$ cat config.mk
export PLATFORM = sky130hd
export DESIGN_NAME = pcs_autoneg_ctrl
export DESIGN_NICKNAME = d
export VERILOG_FILES = /design/src/rtl/pcs_autoneg_ctrl.sv
export SDC_FILE = /design/constraint.sdc
export NUM_CORES = 1
export LEC_CHECK = 0
export ABC_AREA = 1
export CELL_PAD_IN_SITES_DETAIL_PLACEMENT = 1
export CELL_PAD_IN_SITES_GLOBAL_PLACEMENT = 2
export CORE_MARGIN = 3
export CORE_UTILIZATION = 29
export CTS_CLUSTER_DIAMETER = 120
export DETAILED_ROUTE_END_ITERATION = 10
export PLACE_DENSITY_LB_ADDON = 0.1
export SLEW_MARGIN = 30
export SYNTH_ARGS = -nofsm -noshare
export SYNTH_HDL_FRONTEND = slang
export SYNTH_SLANG_ARGS = --single-unit
$ cat constraint.sdc
create_clock -name GTX_CLK -period 2.6 [get_ports GTX_CLK]
set_input_delay 0.26 -clock GTX_CLK [delete_from_list [all_inputs] [get_ports GTX_CLK]]
set_output_delay 0.26 -clock GTX_CLK [all_outputs]
set_load 0.03 [all_outputs]
$ cat src/rtl/pcs_autoneg_ctrl.sv
// pcs_autoneg_ctrl -- 1000BASE-X PCS auto-negotiation controller.
//
// Sequences the transmit path through CONFIGURATION, IDLE and DATA. It
// drives the /C/ config word from received base pages, acknowledges,
// idles and the link timer.
//
// Build option: define AN_FAST_TIMER_EN to fix the link-timer terminal
// count at 15 (16-cycle expiry) for simulation and bring-up.
//
// Ports:
//   GTX_CLK            clock, rising edge
//   mr_main_reset      asynchronous active-high reset
//   mr_an_enable       management AN enable (level)
//   mr_restart_an      restart request (one-cycle pulse)
//   sync_status        receive synchronization OK (level)
//   mr_adv_ability     local base page (bit 14 ignored)
//   rx_config_valid    strobe: rx_config_reg holds a decoded /C/ word
//   rx_config_reg      decoded received config word
//   rx_idle            strobe: an /I/ set was decoded
//   xmit               001 CONFIGURATION, 010 IDLE, 100 DATA (registered)
//   tx_config_reg      config word to transmit (registered)
//   mr_an_complete     negotiation complete (registered)
//   mr_lp_adv_ability  latched link-partner base page (registered)
module pcs_autoneg_ctrl #(
  parameter int LINK_TIMER = 1250000,
  parameter int TIMER_W    = 21
) (
  input  logic        GTX_CLK,
  input  logic        mr_main_reset,
  input  logic        mr_an_enable,
  input  logic        mr_restart_an,
  input  logic        sync_status,
  input  logic [15:0] mr_adv_ability,
  input  logic        rx_config_valid,
  input  logic [15:0] rx_config_reg,
  input  logic        rx_idle,
  output logic [2:0]  xmit,
  output logic [15:0] tx_config_reg,
  output logic        mr_an_complete,
  output logic [15:0] mr_lp_adv_ability
);

  localparam logic [2:0] ST_AN_ENABLE       = 3'd0;
  localparam logic [2:0] ST_AN_RESTART      = 3'd1;
  localparam logic [2:0] ST_ABILITY_DETECT  = 3'd2;
  localparam logic [2:0] ST_ACK_DETECT      = 3'd3;
  localparam logic [2:0] ST_COMPLETE_ACK    = 3'd4;
  localparam logic [2:0] ST_IDLE_DETECT     = 3'd5;
  localparam logic [2:0] ST_LINK_OK         = 3'd6;
  localparam logic [2:0] ST_AN_DISABLE_LINK = 3'd7;

  localparam logic [2:0] XMIT_CONFIG = 3'b001;
  localparam logic [2:0] XMIT_IDLE   = 3'b010;
  localparam logic [2:0] XMIT_DATA   = 3'b100;

`ifdef AN_FAST_TIMER_EN
  localparam logic [TIMER_W-1:0] TIMER_TC = TIMER_W'(15);
`else
  localparam logic [TIMER_W-1:0] TIMER_TC = TIMER_W'(LINK_TIMER - 1);
`endif

  // Clears the acknowledge bit so base pages compare independently of it.
  function automatic logic [15:0] mask_ack(input logic [15:0] w);
    return w & 16'hBFFF;
  endfunction

  // Saturating 0..3 match counter increment.
  function automatic logic [1:0] sat_inc(input logic [1:0] c);
    return (c == 2'd3) ? 2'd3 : c + 2'd1;
  endfunction

  logic [2:0]         state_r, next_state_s;
  logic               entry_s;
  logic [TIMER_W-1:0] timer_cnt_r;
  logic               timer_done_s;
  logic [1:0]         abil_cnt_r, ack_cnt_r, idle_cnt_r;
  logic [15:0]        last_word_r;
  logic               ability_match_r, ack_match_r, idle_match_r;
  logic [15:0]        match_word_r;
  logic               zero_match_s, ability_nz_s, consistency_s;
  logic [2:0]         xmit_s, xmit_r;
  logic [15:0]        tx_cfg_s, tx_cfg_r, lp_adv_r;
  logic               complete_s, complete_r;

  assign entry_s       = (next_state_s != state_r);
  assign timer_done_s  = (timer_cnt_r == TIMER_TC);
  assign zero_match_s  = ability_match_r && (match_word_r == 16'h0000);
  assign ability_nz_s  = ability_match_r && (match_word_r != 16'h0000);
  assign consistency_s = (match_word_r == lp_adv_r);

  // Link timer: restarts on every state entry, saturates at terminal count.
  always_ff @(posedge GTX_CLK or posedge mr_main_reset) begin
    if (mr_main_reset) begin
      timer_cnt_r <= '0;
    end else if (entry_s) begin
      timer_cnt_r <= '0;
    end else if (!timer_done_s) begin
      timer_cnt_r <= timer_cnt_r + TIMER_W'(1);
    end else begin
      timer_cnt_r <= timer_cnt_r;
    end
  end

  // Match detectors. The match flags are registered one cycle behind the
  // counters, so the third strobe at edge N becomes a transition at N+2.
  // A config word takes precedence over a coincident idle strobe.
  always_ff @(posedge GTX_CLK or posedge mr_main_reset) begin
    if (mr_main_reset) begin
      abil_cnt_r      <= 2'd0;
      ack_cnt_r       <= 2'd0;
      idle_cnt_r      <= 2'd0;
      last_word_r     <= 16'h0000;
      ability_match_r <= 1'b0;
      ack_match_r     <= 1'b0;
      idle_match_r    <= 1'b0;
      match_word_r    <= 16'h0000;
    end else if (entry_s) begin
      abil_cnt_r      <= 2'd0;
      ack_cnt_r       <= 2'd0;
      idle_cnt_r      <= 2'd0;
      last_word_r     <= 16'h0000;
      ability_match_r <= 1'b0;
      ack_match_r     <= 1'b0;
      idle_match_r    <= 1'b0;
      match_word_r    <= 16'h0000;
    end else begin
      ability_match_r <= (abil_cnt_r == 2'd3);
      ack_match_r     <= (ack_cnt_r == 2'd3);
      idle_match_r    <= (idle_cnt_r == 2'd3);
      match_word_r    <= mask_ack(last_word_r);
      if (rx_config_valid) begin
        idle_cnt_r  <= 2'd0;
        last_word_r <= rx_config_reg;
        if ((abil_cnt_r != 2'd0) &&
            (mask_ack(rx_config_reg) == mask_ack(last_word_r))) begin
          abil_cnt_r <= sat_inc(abil_cnt_r);
        end else begin
          abil_cnt_r <= 2'd1;
        end
        if (!rx_config_reg[14]) begin
          ack_cnt_r <= 2'd0;
        end else if ((ack_cnt_r != 2'd0) && (rx_config_reg == last_word_r)) begin
          ack_cnt_r <= sat_inc(ack_cnt_r);
        end else begin
          ack_cnt_r <= 2'd1;
        end
      end else if (rx_idle) begin
        abil_cnt_r <= 2'd0;
        ack_cnt_r  <= 2'd0;
        idle_cnt_r <= sat_inc(idle_cnt_r);
      end else begin
        abil_cnt_r <= abil_cnt_r;
        ack_cnt_r  <= ack_cnt_r;
        idle_cnt_r <= idle_cnt_r;
      end
    end
  end

  // Next-state logic: sync loss, then restart, then normal transitions.
  always_comb begin
    next_state_s = state_r;
    if (!sync_status) begin
      next_state_s = ST_AN_ENABLE;
    end else if (mr_restart_an) begin
      next_state_s = ST_AN_ENABLE;
    end else begin
      case (state_r)
        ST_AN_ENABLE: begin
          if (mr_an_enable) next_state_s = ST_AN_RESTART;
          else              next_state_s = ST_AN_DISABLE_LINK;
        end
        ST_AN_RESTART: begin
          if (timer_done_s) next_state_s = ST_ABILITY_DETECT;
          else              next_state_s = state_r;
        end
        ST_ABILITY_DETECT: begin
          if (ability_nz_s) next_state_s = ST_ACK_DETECT;
          else              next_state_s = state_r;
        end
        ST_ACK_DETECT: begin
          if (ack_match_r && consistency_s)                    next_state_s = ST_COMPLETE_ACK;
          else if ((ack_match_r && !consistency_s) || zero_match_s) next_state_s = ST_AN_ENABLE;
          else                                                 next_state_s = state_r;
        end
        ST_COMPLETE_ACK: begin
          if (zero_match_s)
            next_state_s = ST_AN_ENABLE;
          else if (timer_done_s && (ability_nz_s || !ability_match_r))
            next_state_s = ST_IDLE_DETECT;
          else
            next_state_s = state_r;
        end
        ST_IDLE_DETECT: begin
          if (zero_match_s)                       next_state_s = ST_AN_ENABLE;
          else if (timer_done_s && idle_match_r)  next_state_s = ST_LINK_OK;
          else                                    next_state_s = state_r;
        end
        ST_LINK_OK: begin
          if (ability_match_r) next_state_s = ST_AN_ENABLE;
          else                 next_state_s = state_r;
        end
        ST_AN_DISABLE_LINK: begin
          if (mr_an_enable) next_state_s = ST_AN_ENABLE;
          else              next_state_s = state_r;
        end
        default: next_state_s = ST_AN_ENABLE;
      endcase
    end
  end

  // Moore outputs decoded from the next state so they register with it.
  always_comb begin
    xmit_s     = XMIT_CONFIG;
    tx_cfg_s   = 16'h0000;
    complete_s = 1'b0;
    case (next_state_s)
      ST_AN_ENABLE, ST_AN_RESTART: begin
        xmit_s   = XMIT_CONFIG;
        tx_cfg_s = 16'h0000;
      end
      ST_ABILITY_DETECT: tx_cfg_s = mask_ack(mr_adv_ability);
      ST_ACK_DETECT, ST_COMPLETE_ACK: tx_cfg_s = mr_adv_ability | 16'h4000;
      ST_IDLE_DETECT: begin
        xmit_s   = XMIT_IDLE;
        tx_cfg_s = mr_adv_ability | 16'h4000;
      end
      ST_LINK_OK: begin
        xmit_s     = XMIT_DATA;
        tx_cfg_s   = mr_adv_ability | 16'h4000;
        complete_s = 1'b1;
      end
      ST_AN_DISABLE_LINK: xmit_s = XMIT_DATA;
      default: begin
        xmit_s     = XMIT_CONFIG;
        tx_cfg_s   = 16'h0000;
        complete_s = 1'b0;
      end
    endcase
  end

  // State and output registers; partner page latched only on ability accept.
  always_ff @(posedge GTX_CLK or posedge mr_main_reset) begin
    if (mr_main_reset) begin
      state_r    <= ST_AN_ENABLE;
      xmit_r     <= XMIT_CONFIG;
      tx_cfg_r   <= 16'h0000;
      complete_r <= 1'b0;
      lp_adv_r   <= 16'h0000;
    end else begin
      state_r    <= next_state_s;
      xmit_r     <= xmit_s;
      tx_cfg_r   <= tx_cfg_s;
      complete_r <= complete_s;
      if ((state_r == ST_ABILITY_DETECT) && (next_state_s == ST_ACK_DETECT)) begin
        lp_adv_r <= match_word_r;
      end else begin
        lp_adv_r <= lp_adv_r;
      end
    end
  end

  assign xmit              = xmit_r;
  assign tx_config_reg     = tx_cfg_r;
  assign mr_an_complete    = complete_r;
  assign mr_lp_adv_ability = lp_adv_r;

endmodule
==> out/qor.csv <==
metric;value;unit
data arrival time of the worst path;2630;ps
CTS max path bufs;2;
Worst VDD drop;303;µV
register area share after synthesis;51.4;%
row cnt;46;
DRC;0;
die height;135;µm
routability cong.;0.746;
Worst Skew;10.4;ps
Synth Register Bits;99;
utilization after layout;38.5;%
DPL Wire Length;8.81;mm
Post-Layout Inst Area;6190;µm²
WS Path Type;reg2reg;
final setup vio count;0;
fin crit period;2360;ps
post-route ant nets;0;
clock root buffer;clkbuf_16;
port bufs;72;
Area after DPL;5800;µm²
Iter 0 DRT Violations;143;
Max Fclk;0.424;GHz
Nets;692;
GRT overflow;0;
startpoint types;flip-flop;
slew margin rel.;64.1;%
Sink Count;99;
Crit. End Element;flip-flop;
clock insertion delay at the later pin of the skew report;350;ps
CTS tree;done;
fillcell total;1899;
P&R area growth vs syn;28.4;%
total core area;16100;µm²
hold-fix buffers at CTS;0;
Vias/cell;4.47;
io pins;75;
Worst Setup Slack, final;244;ps
Mapped Cells;576;
most frequent cell after synthesis;nand2_1;
first-pass GRT wire length;20.4;mm
Slew @ Worst Pin;538;ps
EDFF count, synth;0;
Synth top area share;50.9;%
chip width;135;µm
vias in the first global route;4099;
CTS H-tree lvls;3;
outcome;completed;
Design Power;4090;µW
post-route setup TNS;0;ps
Synth top cells by count;nand2_1, nor2_1, dfrtp_1;
largest net degree at the start of global routing;100;
pre-CTS setup slack;136;ps
Routed Wire Length;12.0;mm
type of the worst min-delay path;in2async;
DR vias;3901;
Leak Pwr;0.00275;µW
ys flop type;dfrtp_1;
DIE AREA;18200;µm²
drt wl/cell;13.8;µm
clk slew on worst S/H paths;70;ps
Synth Area per Inst;8.37;µm²
asr flop ratio synth;100;%
CTS Buf Count;9;
ant diodes;0;
syn nets;616;
initial antenna violation count;0;
synthesized area;4820;µm²
GRT Total Usage;14.0;%
post-synth top area cell;dfrtp_1;
final hold violations;0;
power per cell area;661;nW/µm²
Warnings, synthesis;0;
Req. time, crit path;2870;ps
Largest register FFs;21;
Max-Cap Viols;0;
crit share post-route;90.6;%
layout cells sized above 1;8.68;%
DR pass1 iterations;4;
Initial Utilization;30.0;%
Max Slew Vio Count;0;
synth unique cells;34;
Max Fanout on Critical Path;26;
Synth area leaders;dfrtp_1, nand2_1, nor2_1;
metrics by stage:
stage	std cells	hold WS (ps)
final	873	409
after global routing	873	450
after CTS	872	440
after detailed placement	856	510
after global placement	856	501
after floorplan	576	409
cell usage in the layout, fill, tap and decap left out, types with 16 or more instances in the layout:
cell type	n
xnor2_1	20
nand3_1	16
nand2_1	109
nand4_1	16
dfrtp_1	97
nor2_1	104
clkdlybuf4s50_1	72
inv_1	67
o21ai_0	28
repair_timing:
item,4_1_cts,5_1_grt
buffers inserted,0,1
setup endpoints to repair,0,36
gates resized for setup,0,5
where the power goes:
group | total [µW] | leakage, µW | internal, µW | switching, µW
Clock | 1590 | 0.000176 | 999 | 590
Sequential | 1750 | 0.00135 | 1660 | 95.0
Combinational | 748 | 0.00123 | 298 | 450
Total | 4090 | 0.00275 | 2950 | 1130
critical path, stage by stage (launching register included):
cell	delay (ps)
dfrtp_1	400
ha_2	230
nand3_2	120
nor2_2	160
nand3_2	140
nor2_1	120
nand2_1	70
nand2_2	90
nand2_2	100
nand2_1	90
nand2_1	80
nor2_4	180
nand2_8	160
buf_12	200
nor2_1	120
cell families (layout without fill, tap and decap cells):
group	after synthesis	count (layout)	synth area share (%)
other	1	1	0.0778
adders and majority gates	1	1	0.260
and+or+nand+nor	285	285	25.9
AOI/OAI and AO/OA	69	69	8.34
DFF	99	99	51.4
xor gates and xnor gates	32	32	5.82
buffers and inverters	89	170	8.13
worst paths after layout:
check / from / to / slack (ps) / depth (start not counted)
worst max-delay path: timer_cnt_r[0]$_DFFE_PP0P_ / match_word_r[10]$_DFF_PP0_ / 240 / 14
worst min-delay path: mr_main_reset / match_word_r[9]$_DFF_PP0_ / 410 / 3
worst max register to register: timer_cnt_r[0]$_DFFE_PP0P_ / match_word_r[10]$_DFF_PP0_ / 240 / 14
worst min register to register: mr_lp_adv_ability[15]$_DFFE_PP0P_ / mr_lp_adv_ability[15]$_DFFE_PP0P_ / 520 / 2
max in group asynchronous: mr_main_reset / xmit[0]$_DFF_PP1_ / 1770 / 3
min in group GTX_CLK: mr_adv_ability[12] / tx_config_reg[12]$_DFF_PP0_ / 460 / 2
metal layers:
layer | up-vias | share of wire [%] | global-route usage [%]
met4 | 0 | 1.2 | 3.90
met2 | 47 | 46 | 22.3
met1 | 1882 | 49 | 19.3
li1 | 1960 | - | -
met5 | - | 0 | 0
met3 | 12 | 3.0 | 3.06
cell type report:
| type | instances | area (µm²) | share of cell area (%) |
|---|---|---|---|
| multi-input combinational | 388 | 1970 | 31.8 |
| sequential | 99 | 2480 | 40.1 |
| clock inverter | 5 | 108 | 1.74 |
| inverter | 72 | 274 | 4.43 |
| timing repair buffer | 82 | 833 | 13.5 |
| clock buffer | 11 | 253 | 4.08 |
| tap | 216 | 270 | 4.37 |
(Power assumes the default switching activity.)
